**src/rtl/core_ex_fwd_pkg.sv**
```systemverilog
// Shared widths and per-stage forwarding descriptor for the EX operand-forwarding slot.
package core_ex_fwd_pkg;
  localparam int REG_AW = 5;
  localparam int CSR_AW = 12;
  localparam logic [REG_AW-1:0] REG_X0 = '0;

  // Addressing/control view of one producer stage; result data stays in the
  // XLEN-wide port vectors because XLEN is a per-instance parameter.
  typedef struct packed {
    logic [REG_AW-1:0] rd;
    logic              reg_write;
    logic              data_valid;
    logic [CSR_AW-1:0] csr;
    logic              csr_write;
  } fwd_stage_t;
endpackage

```
**src/rtl/core_ex_fwd_lookup.sv**
```systemverilog
// Priority matcher: the lowest-index (youngest) stage writing addr wins.
module core_ex_fwd_lookup #(
  parameter int AW     = 5,
  parameter int NSTAGE = 2,
  parameter int DW     = 32
) (
  input  logic                 en,
  input  logic [AW-1:0]        addr,
  input  logic [NSTAGE*AW-1:0] st_addr,
  input  logic [NSTAGE-1:0]    st_write,
  input  logic [NSTAGE-1:0]    st_ready,
  input  logic [NSTAGE*DW-1:0] st_data,
  output logic                 hit,
  output logic                 ready,
  output logic [DW-1:0]        data
);
  always_comb begin
    hit   = 1'b0;
    ready = 1'b0;
    data  = '0;
    // Scan oldest to youngest so the youngest match overwrites.
    for (int k = NSTAGE - 1; k >= 0; k--) begin
      if (en && st_write[k] && (st_addr[k*AW +: AW] == addr)) begin
        hit   = 1'b1;
        ready = st_ready[k];
        data  = st_data[k*DW +: DW];
      end
    end
  end
endmodule

```
**src/rtl/core_ex_fwd_slot.sv**
```systemverilog
// One-entry operand-forwarding slot between ID/EX and EX; waits on producers
// whose data is not yet valid and presents fully resolved operands.
module core_ex_fwd_slot
  import core_ex_fwd_pkg::*;
#(
  parameter int XLEN   = 32,
  parameter int NSRC   = 2,
  parameter int NSTAGE = 2,
  parameter int PW     = 64,
  parameter int CNTW   = 16
) (
  input  logic                   clk,
  input  logic                   rest,
  input  logic                   flush,
  input  logic                   in_valid,
  output logic                   in_ready,
  input  logic [NSRC*REG_AW-1:0] in_rs,
  input  logic [NSRC-1:0]        in_rs_valid,
  input  logic [NSRC*XLEN-1:0]   in_rs_value,
  input  logic [CSR_AW-1:0]      in_csr,
  input  logic                   in_csr_valid,
  input  logic [XLEN-1:0]        in_csr_value,
  input  logic [PW-1:0]          in_payload,
  input  logic [NSTAGE*REG_AW-1:0] fw_rd,
  input  logic [NSTAGE-1:0]      fw_reg_write,
  input  logic [NSTAGE*XLEN-1:0] fw_data,
  input  logic [NSTAGE-1:0]      fw_data_valid,
  input  logic [NSTAGE*CSR_AW-1:0] fw_csr,
  input  logic [NSTAGE-1:0]      fw_csr_write,
  input  logic [NSTAGE*XLEN-1:0] fw_csr_data,
  output logic                   out_valid,
  input  logic                   out_ready,
  output logic [NSRC*XLEN-1:0]   out_rs_value,
  output logic [XLEN-1:0]        out_csr_value,
  output logic [PW-1:0]          out_payload,
  output logic                   hazard_stall,
  output logic [CNTW-1:0]        stall_cnt
);
  fwd_stage_t                 st [NSTAGE];
  logic [NSTAGE*REG_AW-1:0]   st_rd;
  logic [NSTAGE*CSR_AW-1:0]   st_csr;
  logic [NSTAGE-1:0]          st_rw, st_dv, st_cw;

  logic                       slot_valid;
  logic [NSRC-1:0]            pend;
  logic [NSRC*REG_AW-1:0]     rs_q;
  logic                       accept;
  logic [NSRC-1:0]            r_hit, r_rdy;
  logic [NSRC*XLEN-1:0]       r_data;
  logic                       c_hit, c_rdy;
  logic [XLEN-1:0]            c_data;

  always_comb begin
    for (int k = 0; k < NSTAGE; k++) begin
      st[k].rd         = fw_rd[k*REG_AW +: REG_AW];
      st[k].reg_write  = fw_reg_write[k];
      st[k].data_valid = fw_data_valid[k];
      st[k].csr        = fw_csr[k*CSR_AW +: CSR_AW];
      st[k].csr_write  = fw_csr_write[k];
    end
    for (int k = 0; k < NSTAGE; k++) begin
      st_rd[k*REG_AW +: REG_AW]  = st[k].rd;
      st_rw[k]                   = st[k].reg_write;
      st_dv[k]                   = st[k].data_valid;
      st_csr[k*CSR_AW +: CSR_AW] = st[k].csr;
      st_cw[k]                   = st[k].csr_write;
    end
  end

  // Handshake: a transfer happens on a cycle where valid && ready are both high;
  // valid never depends on ready, and an offered item holds until it transfers.
  // Flush raises in_ready but the offered instruction is dropped.
  assign out_valid    = slot_valid && (pend == '0);
  assign hazard_stall = slot_valid && (pend != '0);
  assign in_ready     = flush || !slot_valid || (out_valid && out_ready);
  assign accept       = in_valid && in_ready && !flush;

  // Lookups watch the incoming instruction at accept, otherwise the held indices.
  for (genvar i = 0; i < NSRC; i++) begin : g_src
    logic [REG_AW-1:0] addr;
    logic              en;
    assign addr = accept ? in_rs[i*REG_AW +: REG_AW] : rs_q[i*REG_AW +: REG_AW];
    assign en   = accept ? (in_rs_valid[i] && (addr != REG_X0)) : pend[i];
    core_ex_fwd_lookup #(.AW(REG_AW), .NSTAGE(NSTAGE), .DW(XLEN)) u_lookup (
      .en       (en),
      .addr     (addr),
      .st_addr  (st_rd),
      .st_write (st_rw),
      .st_ready (st_dv),
      .st_data  (fw_data),
      .hit      (r_hit[i]),
      .ready    (r_rdy[i]),
      .data     (r_data[i*XLEN +: XLEN])
    );
  end

  core_ex_fwd_lookup #(.AW(CSR_AW), .NSTAGE(NSTAGE), .DW(XLEN)) u_csr_lookup (
    .en       (in_csr_valid),
    .addr     (in_csr),
    .st_addr  (st_csr),
    .st_write (st_cw),
    .st_ready ({NSTAGE{1'b1}}),
    .st_data  (fw_csr_data),
    .hit      (c_hit),
    .ready    (c_rdy),
    .data     (c_data)
  );

  always_ff @(posedge clk) begin
    if (rest) begin
      slot_valid    <= 1'b0;
      pend          <= '0;
      rs_q          <= '0;
      out_rs_value  <= '0;
      out_csr_value <= '0;
      out_payload   <= '0;
      stall_cnt     <= '0;
    end else begin
      if (hazard_stall && (stall_cnt != {CNTW{1'b1}}))
        stall_cnt <= stall_cnt + CNTW'(1);
      if (flush) begin
        slot_valid <= 1'b0;
        pend       <= '0;
      end else if (accept) begin
        slot_valid  <= 1'b1;
        rs_q        <= in_rs;
        out_payload <= in_payload;
        for (int i = 0; i < NSRC; i++) begin
          if (r_hit[i] && !r_rdy[i]) begin
            pend[i] <= 1'b1;
          end else begin
            pend[i] <= 1'b0;
            out_rs_value[i*XLEN +: XLEN] <= r_hit[i] ? r_data[i*XLEN +: XLEN]
                                                     : in_rs_value[i*XLEN +: XLEN];
          end
        end
        out_csr_value <= (c_hit && c_rdy) ? c_data : in_csr_value;
      end else begin
        if (out_valid && out_ready)
          slot_valid <= 1'b0;
        for (int i = 0; i < NSRC; i++) begin
          if (pend[i] && r_hit[i] && r_rdy[i]) begin
            pend[i] <= 1'b0;
            out_rs_value[i*XLEN +: XLEN] <= r_data[i*XLEN +: XLEN];
          end
        end
      end
    end
  end

  // A waiting operand must always find its producer in some stage.
  a_pending_has_producer: assert property (@(posedge clk) disable iff (rest)
    !(slot_valid && !flush && ((pend & ~r_hit) != '0)));
endmodule
```
**config.mk**
```make
export PLATFORM = sky130hd
export DESIGN_NAME = core_ex_fwd_slot
export DESIGN_NICKNAME = d
export VERILOG_FILES = /design/src/rtl/core_ex_fwd_pkg.sv /design/src/rtl/core_ex_fwd_lookup.sv /design/src/rtl/core_ex_fwd_slot.sv
export SDC_FILE = /design/constraint.sdc
export NUM_CORES = 1
export LEC_CHECK = 0
export CORE_AREA = 5 5 208 210
export CTS_BUF_LIST = sky130_fd_sc_hd__clkbuf_2 sky130_fd_sc_hd__clkbuf_4 sky130_fd_sc_hd__clkbuf_8
export DETAILED_ROUTE_END_ITERATION = 12
export DIE_AREA = 0 0 213 215
export HOLD_SLACK_MARGIN = 0.06
export SLEW_MARGIN = 0
export SYNTH_ARGS = -nofsm -noshare
export SYNTH_HDL_FRONTEND = slang
export SYNTH_SLANG_ARGS = --single-unit
```
**constraint.sdc**
```tcl
create_clock -name clk -period 8.3 [get_ports clk]
set_input_delay 0.83 -clock clk [delete_from_list [all_inputs] [get_ports clk]]
set_output_delay 0.83 -clock clk [all_outputs]
set_load 0.02 [all_outputs]
```
# Word level (Yosys, flattened, before mapping)
# Cells that the tools add are included.
[classes]
add_sub_neg = 1
n_mul = 0
div = 0
order_cmp = 0
n_eq_ne = 9
shift = 0
mux = 35
bitwise = 1
n_reduce_logical = 43
[ops]
columns = ["operator", "n"]
rows = [
  ["$mux W32", 13],
  ["$mux W64", 1],
  ["$logic_and A1 B1 Y1", 26],
  ["$eq A12 B12 Y1", 2],
  ["$eq A5 B5 Y1", 4],
  ["$mux W1", 18],
  ["$add A16 B1 Y16 const B", 1],
  ["$ne A16 B16 Y1 const B", 1],
  ["$mux W5", 2],
  ["$reduce_bool A5 Y1", 2],
  ["$reduce_bool A2 Y1", 4],
  ["$reduce_and A3 Y1", 2],
  ["$logic_not A1 Y1", 4],
  ["$ne A2 B2 Y1 const B", 2],
  ["$logic_not A2 Y1", 1],
  ["$logic_or A1 B1 Y1", 2],
  ["$mux W2", 1],
  ["$reduce_and A2 Y1", 1],
  ["$reduce_or A2 Y1", 1],
  ["$not A1 Y1", 1],
]
[word_totals]
ff_bits = 189
latchBits = 0
ramBits = 0
mem_bits_ro = 0
input_bits = 358
out_inout_bits = 179
elab_cells = 98
mem_count = 0

# Longest topological paths before layout
# Gate-level depths: netlist of the first run.
[depth]
ltp_word = 18
depth_mapped = 14
depth_no_buf = 9

# Hierarchy
# From an unflattened synthesis of the first run, not the netlist that was laid out.
[unflattened]
cells_unflattened = 1355
area_unflattened_um2 = 11000.6
[modules_own_cells]
columns = ["mod", "n_inst", "cells_per_inst", "area_each_um2", "seq_area_each_um2"]
rows = [
  ["core_ex_fwd_slot", 1, 984, 7882.6, 3783.6],
  ["core_ex_fwd_lookup at g_src[0].u_lookup ...", 2, 92, 894.6, 0.0],
  ["core_ex_fwd_lookup at u_csr_lookup", 1, 187, 1328.8, 0.0],
]

# Least setup slack after synthesis of the first run
# No wires, ideal clock.
[synth_path]
path_type = "input to register"
startpoint = "in flush"
endpoint = "reg out_rs_value[34]"
setup_ns = 0.124
arrival_ns = 3.185
required_ns = 8.176
slack_ns = 4.991
stages = 12
path_buffers = 3
path_cell_list = "buf_2 and3b_1 clkbuf_1 a22oi_2 o22ai_1 or4b_1 or3b_1 o21ai_2 o2bb2ai_2 o31a_4 buf_6 o2bb2ai_2"
[synth_between]
elab_chain_len = 16
elab_cells_between_ends = 33
cone_classes = "3 x eq/ne; 12 x mux; 1 x bitwise; 17 x reduce/logical"
[synth_rtl]
columns = ["item", "line", "source"]
rows = [
  ["start: declaration", "core_ex_fwd_slot.sv:14", "input logic flush,"],
  ["$logic_or A1 B1 Y1 (2 in a row)", "core_ex_fwd_slot.sv:75", "assign in_ready = flush || !slot_valid || (out_valid && out_ready);"],
  ["$logic_and A1 B1 Y1 (2 in a row)", "core_ex_fwd_slot.sv:76", "assign accept = in_valid && in_ready && !flush;"],
  ["$mux W5", "core_ex_fwd_slot.sv:82", "assign addr = accept ? in_rs[i*REG_AW +: REG_AW] : rs_q[i*REG_AW +: REG_AW];"],
  ["$reduce_bool A5 Y1", "core_ex_fwd_slot.sv:83", "assign en = accept ? (in_rs_valid[i] && (addr != REG_X0)) : pend[i];"],
  ["$logic_and A1 B1 Y1", "core_ex_fwd_slot.sv:83", ""],
  ["$mux W1", "core_ex_fwd_slot.sv:83", ""],
  ["$logic_and A1 B1 Y1 (2 in a row)", "core_ex_fwd_lookup.sv:23", "if (en && st_write[k] && (st_addr[k*AW +: AW] == addr)) begin"],
  ["$mux W1 (2 in a row)", "core_ex_fwd_lookup.sv:23", ""],
  ["$logic_not A1 Y1 / $logic_and A1 B1 Y1 (equally long branches)", "core_ex_fwd_slot.sv:129, core_ex_fwd_slot.sv:142", ""],
  ["$logic_and A1 B1 Y1, on equally long branches", "core_ex_fwd_slot.sv:129, core_ex_fwd_slot.sv:142", ""],
  ["$ne A2 B2 Y1 (no line) / $reduce_bool A2 Y1 (equally long branches)", "n/a", ""],
  ["$reduce_and A3 Y1 (no line)", "n/a", ""],
  ["end signal: indexed assignment", "core_ex_fwd_slot.sv:133", "out_rs_value[i*XLEN +: XLEN] <= r_hit[i] ? r_data[i*XLEN +: XLEN]"],
  ["end signal: indexed assignment", "core_ex_fwd_slot.sv:144", "out_rs_value[i*XLEN +: XLEN] <= r_data[i*XLEN +: XLEN];"],
  ["end: declaration", "core_ex_fwd_slot.sv:33", "output logic [NSRC*XLEN-1:0] out_rs_value,"],
]
# Parallel ways exist; a longest one is shown, timed or not. The select of a mux whose other input is x is not followed.
# A chain may end at the register's enable or synchronous reset.

# Worst setup path after layout of the first run
[layout_path]
startpoint = "in in_valid"
endpoint = "reg out_rs_value[27]"
[layout_between]
elab_chain_len = 14
elab_cells_between_ends = 29
cone_classes = "3 x eq/ne; 12 x mux; 14 x reduce/logical"
[layout_rtl]
columns = ["item", "line", "source"]
rows = [
  ["start: declaration", "core_ex_fwd_slot.sv:15", "input logic in_valid,"],
  ["$logic_and A1 B1 Y1 (*) (2 in a row)", "core_ex_fwd_slot.sv:76", ""],
  ["$mux W5", "core_ex_fwd_slot.sv:82", ""],
  ["$reduce_bool A5 Y1", "core_ex_fwd_slot.sv:83", ""],
  ["$logic_and A1 B1 Y1", "core_ex_fwd_slot.sv:83", ""],
  ["$mux W1", "core_ex_fwd_slot.sv:83", ""],
  ["$logic_and A1 B1 Y1 (2 in a row)", "core_ex_fwd_lookup.sv:23", ""],
  ["$mux W1 (2 in a row)", "core_ex_fwd_lookup.sv:23", ""],
  ["$logic_not A1 Y1 / $logic_and A1 B1 Y1 (equally long branches)", "core_ex_fwd_slot.sv:129, core_ex_fwd_slot.sv:142", ""],
  ["$logic_and A1 B1 Y1, on equally long branches", "core_ex_fwd_slot.sv:129, core_ex_fwd_slot.sv:142", ""],
  ["$ne A2 B2 Y1 (no line) / $reduce_bool A2 Y1 (equally long branches)", "n/a", ""],
  ["$reduce_and A3 Y1 (no line)", "n/a", ""],
]
# Every way passes the cells marked *; elsewhere a longest branch is shown, timed or not. The select of a mux whose other input is x is not followed.

==> impl_metrics.env, run 1 <==
export IMPL_critPathKind="primary input to flop"
export IMPL_slowest_stage="clkdlybuf4s50_1"
export IMPL_grt_pass1_vias=11000
export IMPL_initial_utilization_pct=23.3
export IMPL_finalClockSkew_ps=21.2
export IMPL_syn_nets=1532
export IMPL_n_antenna_cell=0
export IMPL_ys_ff_latch=189
export IMPL_path_clk_slew_ps=120
export IMPL_cp_end_kind="flop"
export IMPL_cp_arrival_ps=5080
export IMPL_timing_final_crit_period_ps=4660
export IMPL_worstPathMaxFanout=92
export IMPL_min_path_cells=2
export IMPL_first_pass_iters=5
export IMPL_port_buffers=536
export IMPL_yosys_area_top_type="dfxtp_1"
export IMPL_period_share_pct=56.1
export IMPL_htree_num_levels=4
export IMPL_cp_startpoint="in_valid"
export IMPL_antenna_found_initial=0
export IMPL_synth_warnings=0
export IMPL_ys_flop_type="dfxtp_1"
export IMPL_slew_headroom_pct=25.9
export IMPL_fp_dieArea_sq_um=45800
export IMPL_grt_usage_pct=18.4
export IMPL_reg2reg_depth=10
export IMPL_vias=10800
export IMPL_setup_violations=0
export IMPL_rsz0062_at_grt="no"
export IMPL_crit_family="compound AO/OA/AOI/OAI gates"
export IMPL_r2r_slack_ps=3820
export IMPL_place_hpwl_um=33900
export IMPL_synth_most_common_cell="nand2_1"
export IMPL_grt_max_degree=93
export IMPL_cts_resized=0
export IMPL_fill_cells=4282
export IMPL_yosys_top_cells_count="nand2_1, dfxtp_1, a21oi_1"
export IMPL_cpPeakStageDelay_ps=630
export IMPL_rr_startpoint="slot_valid"
export IMPL_gr_total_overflow=0
export IMPL_drc=0
export IMPL_synth_area_sq_um=9650
export IMPL_holdPathEnd="out_csr_value[30]"
export IMPL_postRouteWirelength_um=44300
export IMPL_power_leakage_nw=5.30
export IMPL_min_path_type="flop to flop"
export IMPL_fin_setup_tns_ps=0
export IMPL_synth_seq_area_share_pct=39.2
export IMPL_cts_path_max_buffers=2
export IMPL_synth_edf_count=0
export IMPL_drt_iter0_drc=706
export IMPL_cp_data_required_time_ps=8730
export IMPL_clock_fmax_mhz=215
export IMPL_hold_viol_final=0
export IMPL_core_area_sq_um=41400
export IMPL_async_flop_share_pct=0
export IMPL_ys_types=69
export IMPL_synth_area_leaders="dfxtp_1, nand2_1, a21oi_1"
export IMPL_drive_gt1_share_pct=5.80
export IMPL_vias_per_cell=4.94
export IMPL_cts_root_buf="clkbuf_8"
export IMPL_synthCells=1173
export IMPL_powerDensity_nw_per_um2=135
export IMPL_tightest_slew_ps=1110
export IMPL_outcome="completed"
export IMPL_synth_avg_cell_area_sq_um=8.23
export IMPL_grt_first_pass_wirelength_um=65900
export IMPL_cap_violations=0
export IMPL_crit_chain="clkdlybuf4s50_1, nor2b_1, o21ai_4, buf_4, o311ai_0, and4b_1, a32oi_1, o2bb2ai_4, buf_4, o21ai_0, a31oi_1"
export IMPL_rows=75
export IMPL_placed_cell_area_sq_um=15400
export IMPL_post_cts_buffers=0
export IMPL_clk_insertion_delay_late_ps=500
export IMPL_die_y_um=215
export IMPL_gp_congestion=0.920
export IMPL_worstSetupStartpointType="primary input"
export IMPL_final_cell_area_sq_um=15800
export IMPL_timing_hold_ws_ps=460
export IMPL_worstHoldStart="out_csr_value[30]"
export IMPL_cts_sinks=189
export IMPL_fin_nets=2001
export IMPL_synth_top_area_share_pct=39.2
export IMPL_cts_tree="built"
export IMPL_pin_count=537
export IMPL_slew_violations=0
export IMPL_area_delta_synth_final_pct=64.2
export IMPL_holdBufCountCts=0
export IMPL_numCtsBuffers=17
export IMPL_r2r_end="out_rs_value[27]"
export IMPL_die_w_um=213
export IMPL_wire_per_inst_um=20.2
export IMPL_crit_top_cell="buf_4"
export IMPL_ant_nets=0
export IMPL_ir_worst_vdd_uv=122
export IMPL_path_buf_inv=3
[layout make-up]
class / count / area, sq um / share of cell area [%]
Clock buffer: 19 / 262 / 1.65
Clock inverter: 13 / 174 / 1.10
Timing Repair Buffer: 550 / 5470 / 34.5
Tap cell: 539 / 674 / 4.26
Multi-Input combinational cell: 861 / 5400 / 34.1
Inverter: 23 / 86.3 / 0.545
Sequential cell: 189 / 3780 / 23.9
[routing by layer]
| layer | wire, um | global-route usage, % | up-vias | part of all wire (%) |
|---|---|---|---|---|
| li1 | - | - | 5188 | - |
| met4 | 854 | 4.52 | 0 | 1.9 |
| met3 | 4130 | 6.13 | 43 | 9.3 |
| met2 | 22500 | 33.5 | 484 | 51 |
| met1 | 16800 | 20.4 | 5122 | 38 |
| met5 | 0 | 0 | - | 0 |
[cell usage in the layout, fill, tap and decap left out, drive strengths merged, types with 3 or more instances in the layout]
cell           count
dfxtp            189
buf               15
xor2              24
nand4              7
nor4               6
or3                7
o211ai            35
nand2b             7
mux2i             36
nor2b             18
clkbuf            19
nand3             16
nor2              28
a31oi             37
clkinv             6
clkdlybuf4s50    535
or3b               3
xnor2             21
o31a               4
a222oi             3
o2bb2ai           34
and2               3
nand2            251
o22ai              3
and3              32
a22oi             34
or4                3
o2111ai            3
o21ai             47
a21oi            118
a221oi            34
nor3               4
nor3b              5
o221ai             3
inv               28
[worst reg2reg max path, cell delays in order, from the launching register on]
cell       delay (ps)
dfxtp_1           770
inv_2             250
o21ai_4           700
buf_4             830
o311ai_0          380
and4b_1           300
nand3_1           140
o2bb2ai_4         120
buf_4             490
o21ai_0           210
a31oi_1           210
[flip-flops by register name, summed over array words and instances (netlist names)]
register and count:
pend 2, out_rs_value 64, rs_q 10, slot_valid 1, out_csr_value 32, out_payload 64, stall_cnt 16
[worst max-delay path by stage]
stage,slack (ps),depth (start not counted),to
2_1_floorplan,4990,12,out_rs_value[34]
3_3_place_gp,3270,11,out_rs_value[11]
3_5_place_dp,3140,11,out_rs_value[27]
4_1_cts,3700,11,out_rs_value[27]
5_1_grt,3420,11,out_rs_value[10]
6_report,3640,11,out_rs_value[27]
[power by group]
part           total, mW  switching (mW)  internal, mW  leakage [nW]
Clock              0.681           0.407         0.273         0.215
Sequential         0.965          0.0229         0.942          1.54
Combinational      0.488           0.223         0.265          3.54
Total               2.13           0.653          1.48          5.30
[kinds of logic (layout without fill, tap and decap cells)]
group	after synthesis	count (layout)	share of synthesized area [%]
buffers and inverters	123	605	5.56
AO/OA/AOI/OAI	375	375	28.0
XOR/XNOR	45	45	4.08
flip-flops	189	189	39.2
multiplexers	36	36	3.73
adder cells (fa/ha/maj)	1	1	0.130
AND/OR/NAND/NOR	404	404	19.3
[stage by stage]
stage / utilization, % / power [mW] / instances / worst slack, ps
5_1_grt: 38.3 / 2.23 / 2194 / 3420
2_1_floorplan: - / 1.17 / 1173 / 4990
4_1_cts: 38.3 / 2.16 / 2194 / 3700
6_report: 38.3 / 2.13 / 2194 / 3640
3_5_place_dp: 37.2 / 1.48 / 2162 / 3140
3_3_place_gp: 37.2 / 1.47 / 2162 / 3270
(Power assumes the default switching activity.)
==> run 2: changes to the inputs <==
- CORE_AREA: 5 5 208 210 -> 5 5 203 205
- DIE_AREA: 0 0 213 215 -> 0 0 208 210
- clock period: 8.3 -> 4.5 ns (I/O delays scaled with it)
==> run 2 against run 1 <==
  * Non-clock buffer count is 5 higher
  * Hold slack hardly changed
  * Critical path depth is 1 lower
  * Die area is 4.6% lower
  * Flip-flop and latch count stayed put
  * Combinational power is 86% higher
  * Clock skew is 3.2 ps higher
  * Critical path type unchanged
  * Critical endpoint is now out_rs_value[32]
  * Largest power group unchanged
  * Highest routed layer unchanged
==> impl_metrics.env, run 2 (synthesized netlist as in run 1, its figures left out) <==
export IMPL_antenna_found_initial=2
export IMPL_dp_cells=2153
export IMPL_timing_final_crit_period_ps=3770
export IMPL_switchingPower_mw=1.20
export IMPL_die_w_um=208
export IMPL_post_place_ws_ps=219
export IMPL_top_regs="out_payload: 64 flops, out_rs_value: 64 flops, out_csr_value: 32 flops"
export IMPL_cts_tree="built"
export IMPL_ant_nets=0
export IMPL_htree_num_levels=4
export IMPL_cp_data_required_time_ps=4830
export IMPL_timing_hold_ws_ps=460
export IMPL_min_path_type="flop to flop"
export IMPL_critPathKind="primary input to flop"
export IMPL_holdBufCountCts=0
export IMPL_slew_headroom_pct=30.2
export IMPL_grt_usage_pct=19.8
export IMPL_final_util_pct=40.4
export IMPL_ir_worst_vdd_uv=156
export IMPL_pin_count=537
export IMPL_first_pass_iters=5
export IMPL_vias=10800
export IMPL_setup_slack_ps=728
export IMPL_p_clk_share_pct=31.2
export IMPL_internal_power_mw=2.70
export IMPL_powerDensity_nw_per_um2=246
export IMPL_rsz0062_at_grt="no"
export IMPL_grt_first_pass_wirelength_um=67900
export IMPL_cts_sinks=189
export IMPL_hold_viol_final=0
export IMPL_mostFrequentLayoutCells="clkdlybuf4s50_1, nand2_1, dfxtp_1"
export IMPL_vias_per_cell=4.94
export IMPL_period_share_pct=83.8
export IMPL_finalClockSkew_ps=24.4
export IMPL_postRouteWirelength_um=45700
export IMPL_cpPeakStageDelay_ps=830
export IMPL_drive_gt1_share_pct=6.03
export IMPL_grt_max_degree=75
export IMPL_crit_chain="clkdlybuf4s50_1, or3b_1, nand2_1, o2111ai_1, or4b_1, and4bb_1, nor2_1, o2bb2ai_2, or2_2, o2bb2ai_1"
export IMPL_gp_congestion=0.907
export IMPL_wire_per_inst_um=20.9
export IMPL_drc=0
export IMPL_fin_nets=2006
export IMPL_final_cells=2185
export IMPL_numCtsBuffers=17
export IMPL_cp_end_kind="flop"
export IMPL_gr_total_overflow=0
export IMPL_slew_violations=0
export IMPL_cap_violations=0
export IMPL_rows=73
export IMPL_layout_commonest_cell="clkdlybuf4s50_1"
export IMPL_seqPwrFrac_pct=45.6
export IMPL_die_y_um=210
export IMPL_clock_fmax_mhz=265
export IMPL_place_hpwl_um=35300
export IMPL_fp_dieArea_sq_um=43700
export IMPL_grt_pass1_vias=11000
export IMPL_netSwitchingFraction_pct=30.8
export IMPL_p_comb_share_pct=23.2
export IMPL_post_cts_buffers=0
export IMPL_setup_violations=0
export IMPL_core_area_sq_um=39300
export IMPL_worstPathMaxFanout=32
export IMPL_power_leakage_nw=5.31
export IMPL_cts_path_max_buffers=2
export IMPL_cts_resized=0
export IMPL_clk_insertion_delay_late_ps=490
export IMPL_area_delta_synth_final_pct=64.2
export IMPL_slowest_stage="or2_2"
export IMPL_worstSetupStartpointType="primary input"
export IMPL_cts_root_buf="clkbuf_8"
export IMPL_fin_setup_tns_ps=0
export IMPL_initial_utilization_pct=24.6
export IMPL_fill_cells=3996
export IMPL_port_buffers=536
export IMPL_outcome="completed"
export IMPL_tightest_slew_ps=1050
export IMPL_drt_iter0_drc=769
export IMPL_cp_arrival_ps=4110
export IMPL_path_clk_slew_ps=110
-- run 2: changes by cell type in the layout (fill, tap and decap cells not counted), sizes merged --
| cell | previous run | this run |
|---|---|---|
| inv | 28 | 30 |
| diode | 0 | 1 |
| clkinvlp | 1 | 0 |
| buf | 15 | 20 |
| clkbuf | 19 | 17 |
-- run 2: worst paths after layout --
| check | from | endpoint | slack [ps] | depth (start not counted) |
|---|---|---|---|---|
| setup / recovery | out_ready | out_rs_value[32] | 730 | 10 |
| hold / removal | out_csr_value[27] | out_csr_value[27] | 460 | 2 |
| setup reg to reg | slot_valid | out_rs_value[32] | 730 | 10 |
| hold reg to reg | out_csr_value[27] | out_csr_value[27] | 460 | 2 |
-- run 2: final cells by class --
class                           count  area (sq um)  share of cell area (%)
Multi-Input combinational cell    861          5400                    34.1
Clock inverter                     14           175                    1.10
Tap cell                          525           657                    4.14
Antenna cell                        1          2.50                  0.0158
Inverter                           23          86.3                   0.544
Sequential cell                   189          3780                    23.9
Clock buffer                       17           234                    1.48
Timing Repair Buffer              555          5520                    34.8
-- run 2: per-layer routing --
layer | up-vias | track usage, % | wire length (um)
met5 | - | 0 | 0
met3 | 59 | 6.06 | 3730
met1 | 5049 | 22.2 | 17400
li1 | 5186 | - | -
met2 | 509 | 35.9 | 23300
met4 | 0 | 6.70 | 1320
-- run 2: power by group through the flow --
stage / combinational (mW) / clock, mW / sequential [mW]
after floorplan: 0.276 / 0 / 1.88
after global placement: 0.909 / 0 / 1.82
after detailed placement: 0.912 / 0 / 1.82
after CTS: 0.916 / 1.28 / 1.78
after global routing: 0.970 / 1.33 / 1.79
final: 0.907 / 1.22 / 1.78
-- run 2: per-stage QoR --
stage | area (sq um) | total power [mW]
6_report | 15900 | 3.91
5_1_grt | 15900 | 4.09
4_1_cts | 15900 | 3.97
3_5_place_dp | 15400 | 2.73
3_3_place_gp | 15400 | 2.73
2_1_floorplan | 9650 | 2.16
-- run 2: worst max-delay path, delay by kind of cell --
kind                   cells  cell delay [ps]
buffers and inverters      1              510
and+or+nand+nor            6             2660
AOI/OAI and AO/OA          3              460
==> run 3: changes to the inputs <==
- clock period: 4.5 -> 3.54 ns (I/O delays scaled with it)
==> run 3 against run 2 <==
  * Clock skew shrank 5.2 ps
  * Core utilization rose by 1.0 points
  * Combinational power increased by 32%
  * Critical endpoint is now out_rs_value[6]
==> impl_metrics.env, run 3 (synthesized netlist as in run 1, its figures left out) <==
export IMPL_drc=0
export IMPL_pin_count=537
export IMPL_mostFrequentLayoutCells="clkdlybuf4s50_1, nand2_1, dfxtp_1"
export IMPL_path_buf_inv=3
export IMPL_grt_max_degree=110
export IMPL_crit_family="compound AO/OA/AOI/OAI gates"
export IMPL_layout_commonest_cell="clkdlybuf4s50_1"
export IMPL_die_y_um=210
export IMPL_initial_utilization_pct=24.6
export IMPL_cp_end_kind="flop"
export IMPL_rsz0062_at_grt="no"
export IMPL_outcome="completed"
export IMPL_cts_tree="built"
export IMPL_area_delta_synth_final_pct=68.4
export IMPL_vias=11000
export IMPL_cap_violations=0
export IMPL_p_total_mw=4.95
export IMPL_fin_setup_tns_ps=0
export IMPL_fin_nets=2050
export IMPL_htree_num_levels=4
export IMPL_gr_total_overflow=0
export IMPL_slew_headroom_pct=28.8
export IMPL_final_cell_area_sq_um=16300
export IMPL_die_w_um=208
export IMPL_finalClockSkew_ps=19.2
export IMPL_crit_chain="or3b_1, nand3_1, o31ai_1, a2111oi_0, buf_4, and4b_1, a32oi_1, o2bb2ai_4, buf_12, buf_4, a31oi_1"
export IMPL_worstPathMaxFanout=60
export IMPL_place_hpwl_um=36500
export IMPL_placed_cell_area_sq_um=15900
export IMPL_clock_fmax_mhz=304
export IMPL_cts_path_max_buffers=2
export IMPL_dp_cells=2196
export IMPL_critPathKind="flop to flop"
export IMPL_vias_per_cell=4.95
export IMPL_numCtsBuffers=17
export IMPL_fp_dieArea_sq_um=43700
export IMPL_min_path_type="primary input to flop"
export IMPL_antenna_found_initial=1
export IMPL_port_buffers=536
export IMPL_wire_per_inst_um=20.7
export IMPL_power_leakage_nw=5.55
export IMPL_timing_final_crit_period_ps=3290
export IMPL_first_pass_iters=6
export IMPL_cpPeakStageDelay_ps=570
export IMPL_core_area_sq_um=39300
export IMPL_slew_violations=0
export IMPL_crit_top_cell="buf_4"
export IMPL_final_util_pct=41.4
export IMPL_grt_usage_pct=20.1
export IMPL_worstSetupStartpointType="flop"
export IMPL_ir_worst_vdd_uv=201
export IMPL_ant_nets=0
export IMPL_tightest_slew_ps=1070
export IMPL_cts_sinks=189
export IMPL_setup_slack_ps=254
export IMPL_timing_hold_ws_ps=380
export IMPL_rows=73
export IMPL_gp_congestion=0.930
export IMPL_hold_viol_final=0
export IMPL_cp_arrival_ps=3670
export IMPL_period_share_pct=92.8
export IMPL_post_place_ws_ps=-74.7
export IMPL_final_cells=2231
export IMPL_cp_data_required_time_ps=3930
export IMPL_powerDensity_nw_per_um2=305
export IMPL_grt_first_pass_wirelength_um=68900
export IMPL_top_regs="out_payload: 64 flops, out_rs_value: 64 flops, out_csr_value: 32 flops"
export IMPL_grt_pass1_vias=11200
export IMPL_drt_iter0_drc=807
export IMPL_clk_insertion_delay_late_ps=500
export IMPL_postRouteWirelength_um=46300
export IMPL_drive_gt1_share_pct=8.45
export IMPL_cts_resized=0
export IMPL_slowest_stage="a2111oi_0"
export IMPL_path_clk_slew_ps=120
export IMPL_cts_root_buf="clkbuf_8"
export IMPL_setup_violations=0
## run 3: changes by cell type in the layout (fill, tap and decap cells not counted), sizes merged
cell	before	now
buf	20	63
bufinv	1	0
clkbuf	17	18
diode	1	2
dlygate4sd3	0	1
inv	30	31
## run 3: layout make-up
type,count,area (sq um)
diodes,2,5.00
fillers,3951,23000
well taps,525,657
clock inverters,14,148
flip-flops and latches,189,3780
multi-input cells,861,5400
repair buffers,599,5940
clock buffers,18,241
inverters,23,86.3
## run 3: final timing paths
check	from	to	slack (ps)	cells past startpoint
max	pend[0]	out_rs_value[6]	250	11
min	in_payload[52]	out_payload[52]	380	3
max reg2reg	pend[0]	out_rs_value[6]	250	11
min reg2reg	out_csr_value[23]	out_csr_value[23]	460	2
## run 3: layer usage
layer	GRT usage (%)	part of all wire (%)	wire length [um]
met5	0	0	0
met4	7.63	3.3	1510
met3	5.70	7.8	3620
met2	36.3	51	23500
met1	22.6	38	17700
## run 3: worst register-to-register path, delay by kind of cell, from the launching register on
family	cells	cell delay, ps
compound gates	5	1110
simple gates	3	980
buf+inv	3	660
flops	1	420
## run 3: power breakdown
group	switching [mW]	internal [mW]
Combinational	0.537	0.664
Sequential	0.0510	2.21
Clock	0.954	0.538
Total	1.54	3.41
## run 3: repair_timing
item                      4_1_cts  5_1_grt
buffers inserted                0        0
hold buffers                    1        0
hold endpoints to repair        1        0
